<file path="config.mk">
export PLATFORM = sky130hd
export DESIGN_NAME = control_unit_mc
export DESIGN_NICKNAME = d
export VERILOG_FILES = /design/src/rtl/cu_pkg.sv /design/src/rtl/cu_decode.sv /design/src/rtl/control_unit_mc.sv
export SDC_FILE = /design/constraint.sdc
export NUM_CORES = 1
export LEC_CHECK = 0
export CORE_MARGIN = 10
export CORE_UTILIZATION = 44
export CTS_BUF_LIST = sky130_fd_sc_hd__clkbuf_2 sky130_fd_sc_hd__clkbuf_4 sky130_fd_sc_hd__clkbuf_8
export DETAILED_ROUTE_END_ITERATION = 7
export DONT_BUFFER_PORTS = 1
export GPL_TIMING_DRIVEN = 0
export PLACE_DENSITY = 0.67
export SLEW_MARGIN = 10
export SYNTH_ARGS = -nofsm -noshare
export SYNTH_HDL_FRONTEND = slang
export SYNTH_SLANG_ARGS = --single-unit
</file>
<file path="constraint.sdc">
create_clock -name clk_main -period 5.45 [get_ports clk_main]
set_input_delay 0.545 -clock clk_main [delete_from_list [all_inputs] [get_ports clk_main]]
set_output_delay 0.545 -clock clk_main [all_outputs]
set_load 0.005 [all_outputs]
</file>
<file path="src/rtl/cu_pkg.sv">
// rtl/cu_pkg.sv - shared opcodes, state encoding, ALU codes and field offsets for the control unit
package cu_pkg;

    // Opcode map; 0000-0111 are register-register ALU ops using op[2:0] as the function.
    localparam logic [3:0] OP_ADDI = 4'h8;
    localparam logic [3:0] OP_LD   = 4'h9;
    localparam logic [3:0] OP_ST   = 4'hA;
    localparam logic [3:0] OP_BZ   = 4'hB;
    localparam logic [3:0] OP_BNZ  = 4'hC;
    localparam logic [3:0] OP_JMP  = 4'hD;
    localparam logic [3:0] OP_NOP  = 4'hE;
    localparam logic [3:0] OP_HALT = 4'hF;

    // ALU function-select codes the control unit produces by itself.
    localparam logic [3:0] FS_PASS_A = 4'b0000;
    localparam logic [3:0] FS_ADD    = 4'b0010;

    typedef enum logic [1:0] {
        ST_FETCH = 2'd0,
        ST_EXEC  = 2'd1,
        ST_MEM   = 2'd2,
        ST_HALT  = 2'd3
    } cu_state_t;

    // Instruction layout is [op | DR | SA | SB], each register field REG_AW wide.
    localparam int FLD_SB = 0;
    localparam int FLD_SA = 1;
    localparam int FLD_DR = 2;
    localparam int FLD_OP = 3;

    function automatic int fld_lsb(input int field, input int reg_aw);
        return field * reg_aw;
    endfunction

endpackage

</file>
<file path="src/rtl/cu_decode.sv">
// rtl/cu_decode.sv - combinational decode of state, opcode and Z into the control bundle
module cu_decode
    import cu_pkg::*;
#(
    parameter int OP_W = 4,
    parameter int FS_W = 4
) (
    input  logic            reset,
    input  cu_state_t       state,
    input  logic [OP_W-1:0] op,
    input  logic            z,
    input  logic            dmem_ack,
    output logic            imem_req,
    output logic            dmem_req,
    output logic [FS_W-1:0] fs,
    output logic            mb,
    output logic            md,
    output logic            mw,
    output logic            rw,
    output logic            mp,
    output logic            halted
);

    // Every output defaults low; reset forces the whole bundle low without waiting for a clock.
    always_comb begin
        imem_req = 1'b0;
        dmem_req = 1'b0;
        fs       = '0;
        mb       = 1'b0;
        md       = 1'b0;
        mw       = 1'b0;
        rw       = 1'b0;
        mp       = 1'b0;
        halted   = 1'b0;
        if (!reset) begin
            case (state)
                ST_FETCH: imem_req = 1'b1;
                ST_EXEC: begin
                    if (op[OP_W-1] == 1'b0) begin
                        fs = FS_W'(op[2:0]);
                        rw = 1'b1;
                    end else begin
                        case (op)
                            OP_W'(OP_ADDI): begin
                                fs = FS_W'(FS_ADD);
                                mb = 1'b1;
                                rw = 1'b1;
                            end
                            OP_W'(OP_LD): begin
                                md       = 1'b1;
                                dmem_req = 1'b1;
                            end
                            OP_W'(OP_ST): begin
                                mw       = 1'b1;
                                dmem_req = 1'b1;
                            end
                            OP_W'(OP_BZ): begin
                                fs = FS_W'(FS_PASS_A);
                                mp = z;
                            end
                            OP_W'(OP_BNZ): begin
                                fs = FS_W'(FS_PASS_A);
                                mp = ~z;
                            end
                            OP_W'(OP_JMP): mp = 1'b1;
                            default: ;
                        endcase
                    end
                end
                ST_MEM: begin
                    dmem_req = 1'b1;
                    if (op == OP_W'(OP_LD)) begin
                        md = 1'b1;
                        rw = dmem_ack;
                    end else begin
                        mw = 1'b1;
                    end
                end
                ST_HALT: halted = 1'b1;
                default: ;
            endcase
        end
    end

endmodule

</file>
<file path="src/rtl/control_unit_mc.sv">
// rtl/control_unit_mc.sv - multi-cycle control unit: PC, IR, state register and memory handshakes
module control_unit_mc
    import cu_pkg::*;
#(
    parameter int PC_W    = 6,
    parameter int REG_AW  = 4,
    parameter int OP_W    = 4,
    parameter int FS_W    = 4,
    localparam int INSTR_W = OP_W + 3 * REG_AW
) (
    input  logic               clk_main,
    input  logic               reset,
    output logic               imem_req,
    input  logic               imem_valid,
    input  logic [INSTR_W-1:0] InstructIn,
    output logic [PC_W-1:0]    PC,
    output logic               dmem_req,
    input  logic               dmem_ack,
    input  logic [PC_W-1:0]    BusA,
    input  logic               Z,
    input  logic               resume,
    output logic [REG_AW-1:0]  DR,
    output logic [REG_AW-1:0]  SA,
    output logic [REG_AW-1:0]  SB,
    output logic [FS_W-1:0]    FS,
    output logic               MB,
    output logic               MD,
    output logic               MW,
    output logic               RW,
    output logic               MP,
    output logic               halted
);

    localparam int SB_LSB = fld_lsb(FLD_SB, REG_AW);
    localparam int SA_LSB = fld_lsb(FLD_SA, REG_AW);
    localparam int DR_LSB = fld_lsb(FLD_DR, REG_AW);
    localparam int OP_LSB = fld_lsb(FLD_OP, REG_AW);

    cu_state_t          state;
    cu_state_t          state_nxt;
    logic [INSTR_W-1:0] ir;
    logic [OP_W-1:0]    op;
    logic [PC_W-1:0]    br_offset;

    assign op = ir[OP_LSB +: OP_W];
    assign DR = ir[DR_LSB +: REG_AW];
    assign SA = ir[SA_LSB +: REG_AW];
    assign SB = ir[SB_LSB +: REG_AW];

    // SB doubles as a signed branch offset; widen with sign so backward branches wrap correctly.
    assign br_offset = PC_W'($signed(SB));

    cu_decode #(
        .OP_W (OP_W),
        .FS_W (FS_W)
    ) u_decode (
        .reset    (reset),
        .state    (state),
        .op       (op),
        .z        (Z),
        .dmem_ack (dmem_ack),
        .imem_req (imem_req),
        .dmem_req (dmem_req),
        .fs       (FS),
        .mb       (MB),
        .md       (MD),
        .mw       (MW),
        .rw       (RW),
        .mp       (MP),
        .halted   (halted)
    );

    // State register.
    always_ff @(posedge clk_main or posedge reset) begin
        if (reset) begin
            state <= ST_FETCH;
        end else begin
            state <= state_nxt;
        end
    end

    // Next-state: fetch waits on imem_valid, memory waits on dmem_ack, halt waits on resume.
    always_comb begin
        state_nxt = state;
        case (state)
            ST_FETCH: if (imem_valid) state_nxt = ST_EXEC;
            ST_EXEC: begin
                if (op == OP_W'(OP_LD) || op == OP_W'(OP_ST)) begin
                    state_nxt = ST_MEM;
                end else if (op == OP_W'(OP_HALT)) begin
                    state_nxt = ST_HALT;
                end else begin
                    state_nxt = ST_FETCH;
                end
            end
            ST_MEM:  if (dmem_ack) state_nxt = ST_FETCH;
            ST_HALT: if (resume) state_nxt = ST_FETCH;
            default: state_nxt = ST_FETCH;
        endcase
    end

    // PC/IR: IR loads only on a fetch handshake; PC increments there or is redirected by a taken branch/jump.
    always_ff @(posedge clk_main or posedge reset) begin
        if (reset) begin
            PC <= '0;
            ir <= '0;
        end else if (state == ST_FETCH && imem_valid) begin
            ir <= InstructIn;
            PC <= PC + PC_W'(1);
        end else if (state == ST_EXEC && MP) begin
            if (op == OP_W'(OP_JMP)) begin
                PC <= BusA;
            end else begin
                PC <= PC + br_offset;
            end
        end
    end

endmodule

</file>
==> results of run 1 <==
[routing by layer]
| metal | wire (µm) | up-vias | global-route usage, % |
|---|---|---|---|
| li1 | - | 609 | - |
| met1 | 1460 | 616 | 12.8 |
| met2 | 2080 | 46 | 21.5 |
| met3 | 384 | 6 | 3.82 |
| met4 | 59 | 0 | 4.08 |
| met5 | 0 | - | 0 |
[state kept, by name (all words and copies together) (netlist names)]
name / flops
PC: 6
ir: 16
state: 2
[worst max-delay path: cells and delay by family (launching register included)]
family,cells,cell delay [ns]
flip-flops,1,0.42
buffers and inverters,1,0.12
AND/OR/NAND/NOR,2,0.58
adder cells (fa/ha/maj),1,0.26
AO/OA/AOI/OAI,1,0.23
[Yosys cell counts (2+ instances only)]
| cell | number |
|---|---|
| mux2_2 | 17 |
| and2_1 | 2 |
| xor2_1 | 3 |
| nand2_1 | 16 |
| mux2i_1 | 2 |
| buf_4 | 14 |
| nor3b_1 | 2 |
| nand4_1 | 2 |
| nor2b_1 | 3 |
| o21ai_0 | 5 |
| buf_2 | 2 |
| nor2_1 | 7 |
| clkbuf_1 | 4 |
| a21oi_1 | 10 |
| dfrtp_1 | 24 |
| xnor2_1 | 4 |
| inv_1 | 9 |
| nor3_1 | 3 |
| ha_1 | 10 |
| o211ai_1 | 2 |
| o22ai_1 | 3 |
| a21o_1 | 2 |
| and3_1 | 3 |
[power groups by stage]
stage	clock network [mW]	registers (mW)	logic (mW)
after detailed placement	0	0.368	0.648
after global routing	0.169	0.381	0.733
after CTS	0.162	0.365	0.655
final	0.156	0.361	0.651
after floorplan	0	0.337	0.549
after global placement	0	0.359	0.629
[cell type report]
class	instances	area (µm²)
tap	48	60.1
sequential	24	601
multi-input combinational	119	916
inverter	9	33.8
clock buffer	3	41.3
fill	365	1870
clock inverter	1	30.0
buffer	21	141
[through the flow]
| step | instance area [µm²] | hold WS (ns) | total power [mW] | worst slack [ns] |
|---|---|---|---|---|
| floorplan | 1690 | 0.482 | 0.886 | 3.36 |
| global placement | 1750 | 0.490 | 0.989 | 3.03 |
| detailed placement | 1750 | 0.502 | 1.02 | 3.02 |
| CTS | 1820 | 0.407 | 1.18 | 3.02 |
| global route | 1820 | 0.409 | 1.28 | 2.87 |
| finish | 1820 | 0.380 | 1.17 | 3.03 |
[kinds of logic (layout without fill, tap and decap cells)]
| logic type | after synthesis | in the layout | share of synthesized area (%) |
|---|---|---|---|
| compound gates | 35 | 35 | 14.8 |
| xor+xnor | 7 | 7 | 3.62 |
| fa+ha+maj | 11 | 11 | 8.58 |
| buf+inv | 30 | 34 | 10.4 |
| flops | 24 | 24 | 35.5 |
| mux | 20 | 20 | 13.2 |
| other cells | 1 | 1 | 0.222 |
| simple gates | 45 | 45 | 13.8 |
[worst max-delay path by stage]
stage | depth (start not counted) | slack, ns | endpoint | start
after detailed placement | 3 | 3.02 | MD | reset
after floorplan | 3 | 3.36 | MD | reset
final | 5 | 3.03 | dmem_req | state[1]$_DFFE_PP0P_
after global routing | 3 | 2.87 | FS[2] | reset
after global placement | 3 | 3.03 | MD | reset
after CTS | 3 | 3.02 | MD | reset
==> results.toml, run 1 <==
[floorplan]
die_area_um2 = 6720
start_util_pct = 45.9
die_width_um = 82.0
row_count = 22
pin_count = 58
core_um2 = 3690
die_height_um = 82.0

[routing]
wl_per_cell_um = 17.7
vias = 1277
wl_mm = 3.99
antenna_left = 0
avgViaCountPerCell = 5.68
drtIter0Drc = 60
drtPass1Iterations = 4
drc_errors = 0

[place]
post-place-cells = 221
post-dp-hpwl_mm = 3.15
io_buffers = 0
gp_congestion = 0.835

[synthesis]
yosysWarnings = 0
netlist.area_leader.share_pct = 35.5
ys_seq_elements = 24
ys_types = 47
postSynthCellCount = 173
yosysSeqAreaShare_pct = 35.5
syn_area_per_cell_um2 = 9.78
synth_edf_count = 0
ys_async_sr_fraction_pct = 100
synth_nets = 212
ys_top_cells_by_area = "dfrtp_1 (36%), mux2_2 (11%), ha_1 (7.4%), buf_4 (6.2%), nand2_1 (3.6%)"
synth_flop_cell = "dfrtp_1"
yosys.area.top_type = "dfrtp_1"
synth_area_um2 = 1690

[power]
swShare_pct = 40.3
combinationalPowerShare_pct = 55.7
p_seq_share_pct = 30.9
powerDensity_nw_per_um2 = 641
p_switching_mw = 0.471
ir_worst_vdd_uv = 219
power_leakage_nw = 0.784
intPower_mw = 0.697
pwr-share-clk_pct = 13.4

[sta]
setup_viol = 0
finalMaxSlewViolations = 0
period_share_pct = 44.3
fin_skew_ns = 0.00582
min_period_ns = 2.42
hold_viol_final = 0
rsz0062_at_grt = "false"
setup_tns_ns = 0
tightest_slew_ns = 0.965
fmax_ghz = 0.414
slew_headroom_pct = 35.6

[grt]
grt_pass1_vias = 1287
grt_overflow = 0
grt_pass1_wl_mm = 6.37
grt_max_degree = 27
antenna_found_initial = 0
grtUsageTotal_pct = 11.9

[clock_network]
cts_tree = "done"
cts_root_buf = "clkbuf_8"
cts_max_level = 1
cts_resized = 0
clockBufferDepth = 2
clk_latency_ns = 0.27
cts_setup_buffers = 0
cts.sinks = 24
postCtsHoldBufs = 0
clk_pin_slew_ns = 0.09
numCtsBuffers = 3

[layout]
stdcell_count = 225
drive_gt1_share_pct = 23.2
diodes = 0
layout.nets = 217
final_common_cell = "dfrtp_1"
syn_to_final_growth_pct = 7.77
final_cell_mix = "dfrtp_1 (24), mux2_2 (17), nand2_1 (16)"
final_util_pct = 49.4

[min_path]
min-delay-path-class = "in2async"

[flow_run]
cap_violations = 0

[worst_setup_path]
reg2reg_from = "state[1]$_DFFE_PP0P_"
cpPeakStageDelay_ns = 0.42
regToRegSetupSlack_ns = 3.13
critPathSlowestCell = "dfrtp_1"
critPathArrivalTime_ns = 1.87
cp_max_fo = 5
rr_worst_depth = 8
worstSetupEndpointType = "primary output"
worstPathRequired_ns = 4.91
start_kind = "flop"
rr_endpoint = "PC[2]$_DFFE_PP0P_"
path_cells = "inv_1 > ha_1 > nand2_1 > or3_1 > a21oi_1"
critPathKind = "reg2out"

[status]
status = "completed"
No activity file was read; power rests on OpenSTA's default activity.
==> run 2, diff against run 1 <==
--- a/config.mk
+++ b/config.mk
@@ -11,7 +11,7 @@
 export DETAILED_ROUTE_END_ITERATION = 7
 export DONT_BUFFER_PORTS = 1
 export GPL_TIMING_DRIVEN = 0
-export PLACE_DENSITY = 0.67
+export PLACE_DENSITY = 0.69
 export SLEW_MARGIN = 10
 export SYNTH_ARGS = -nofsm -noshare
 export SYNTH_HDL_FRONTEND = slang
==> constraint.sdc (replaced) <==
create_clock -name clk_main -period 2.12 [get_ports clk_main]
set_input_delay 0.212 -clock clk_main [delete_from_list [all_inputs] [get_ports clk_main]]
set_output_delay 0.212 -clock clk_main [all_outputs]
set_load 0.005 [all_outputs]
==> run 2 against run 1 <==
Design area rose by 3.0%. Power rose to 2.6 times the previous value. Critical path depth rose by 2. Register-to-register slack got worse by 3.1 ns. Final cell count rose by 2.2%. Global-route usage fell by 0.071 points. Clock skew fell by 0.0035 ns. Critical path type is now reg2reg. Critical endpoint is now PC[2]$_DFFE_PP0P_.
==> results.toml, run 2 (synthesis results as in run 1) <==
[routing]
route.met3.wl_um = 310
wl_met1_mm = 1.63
wl_mm = 4.06
vias = 1282
drtPass1Iterations = 4
avgViaCountPerCell = 5.57
wl_per_cell_um = 17.7
drc_errors = 0
antenna_left = 0
highest_layer = "met4"
wl_met2_mm = 2.02
drtIter0Drc = 67

[layout]
final_common_cell = "dfrtp_1"
top_regs = "ir: 16 flops, PC: 6 flops, state: 2 flops"
syn_to_final_growth_pct = 11.0
diodes = 0
final_cell_mix = "dfrtp_1 (23), buf_4 (20), mux2_2 (17)"
stdcell_count = 230
largest_reg_flops = 16
drive_gt1_share_pct = 30.2
layout.nets = 223
regMostFlops = "ir"

[worst_setup_path]
cp_max_fo = 6
start_kind = "flop"
path_buf_inv = 2
crit_path_start = "ir[13]$_DFFE_PP0P_"
reg2reg_from = "ir[13]$_DFFE_PP0P_"
critPathKind = "reg2reg"
worst-path-stages = 7
rr_worst_depth = 7
path_cells = "buf_6 > or3b_4 > a311oi_4 > and2_1 > buf_6 > mux2_4 > a21oi_2"
critPathArrivalTime_ns = 2.24
worstPathRequired_ns = 2.32
critPathSlowestCell = "a311oi_4"
crit_end = "PC[2]$_DFFE_PP0P_"
crit_top_cell = "buf_6"
worstSetupEndpointType = "flop"
regToRegSetupSlack_ns = 0.08
critical_path.top_delay_family = "simple AND/OR/NAND/NOR gates"
cpPeakStageDelay_ns = 0.39
rr_endpoint = "PC[2]$_DFFE_PP0P_"

[grt]
grt_max_degree = 27
grt_pass1_wl_mm = 6.40
antenna_found_initial = 0
grt_overflow = 0
grtUsageTotal_pct = 11.8
grt_pass1_vias = 1328

[sta]
fin_skew_ns = 0.00233
fmax_ghz = 0.489
slew_headroom_pct = 32.2
rsz0062_at_grt = "true"
hold_viol_final = 0
tightest_slew_ns = 1.02
setup_viol = 0
period_share_pct = 96.4
finalMaxSlewViolations = 0
min_period_ns = 2.04

[min_path]
min-delay-path-class = "in2async"

[clock_network]
cts_root_buf = "clkbuf_8"
cts.sinks = 24
postCtsHoldBufs = 0
clockBufferDepth = 2
clk_pin_slew_ns = 0.08
clk_latency_ns = 0.26
cts_max_level = 1
numCtsBuffers = 3
cts_tree = "done"

[floorplan]
start_util_pct = 45.9
die_area_um2 = 6720
pin_count = 58
die_width_um = 82.0
die_height_um = 82.0
core_um2 = 3690
row_count = 22

[place]
post-place-cells = 221
post-dp-hpwl_mm = 3.14
io_buffers = 0
gp_congestion = 0.799

[power]
p_total_mw = 3.02
ir_worst_vdd_uv = 514
power_leakage_nw = 0.814
powerDensity_nw_per_um2 = 1610

[status]
status = "completed"

[flow_run]
cap_violations = 0
==> run 2: changes by cell type in the layout (fill, tap and decap cells not counted), sizes merged <==
cell    previous run  this run
buf               17        24
bufinv             1         0
clkbuf             7         6
==> run 2: worst min path at each step <==
stage,from,endpoint,slack (ns),depth (start not counted)
6_report,reset,state[0]$_DFFE_PP0P_,0.08,1
3_5_place_dp,InstructIn[13],ir[13]$_DFFE_PP0P_,0.35,2
5_1_grt,InstructIn[6],ir[6]$_DFFE_PP0P_,0.08,1
4_1_cts,InstructIn[13],ir[13]$_DFFE_PP0P_,0.08,2
3_3_place_gp,InstructIn[13],ir[13]$_DFFE_PP0P_,0.34,2
2_1_floorplan,reset,PC[0]$_DFFE_PP0P_,0.24,1
==> run 2: through the flow <==
step	area, µm²	util, %	hold WS, ns	setup WS (ns)	setup TNS, ns
2_1_floorplan	1690	-	0.243	0.134	0
3_3_place_gp	1750	47.5	0.339	-0.106	-0.106
3_5_place_dp	1750	47.5	0.355	-0.192	-0.223
4_1_cts	1840	49.9	0.0775	0.00496	0
5_1_grt	1880	50.9	0.0773	-0.0124	-0.0124
6_report	1880	50.9	0.0775	0.0762	0
==> run 2: metal layers <==
| metal | up-vias | track usage, % |
|---|---|---|
| met2 | 38 | 20.5 |
| met5 | - | 0 |
| li1 | 620 | - |
| met1 | 616 | 12.9 |
| met3 | 8 | 3.93 |
| met4 | 0 | 5.27 |
==> run 2: what timing repair did <==
item	CTS	global route
pin swaps	2	3
setup buffers	4	3
setup endpoints to repair	4	11
gates resized for setup	5	7
==> run 2: layout make-up <==
type                       instances  area [µm²]
tap                               48        60.1
timing repair buffer               7        52.6
sequential                        24         602
inverter                           9        33.8
buffer                            20         143
multi-input combinational        119         946
fill                             345        1810
clock buffer                       3        41.3
==> run 2: where the power goes <==
part           internal [mW]  leakage, nW  switching, mW
clock network          0.127       0.0216          0.143
registers              0.690        0.283          0.270
logic                  0.949        0.509          0.843
==> run 3, diff against run 2 <==
--- a/config.mk
+++ b/config.mk
@@ -5,6 +5,7 @@
 export SDC_FILE = /design/constraint.sdc
 export NUM_CORES = 1
 export LEC_CHECK = 0
+export CAP_MARGIN = 5
 export CORE_MARGIN = 10
 export CORE_UTILIZATION = 44
 export CTS_BUF_LIST = sky130_fd_sc_hd__clkbuf_2 sky130_fd_sc_hd__clkbuf_4 sky130_fd_sc_hd__clkbuf_8
==> results of run 3 <==
No change in the layout: final DEF, timing and power equal those of run 2.
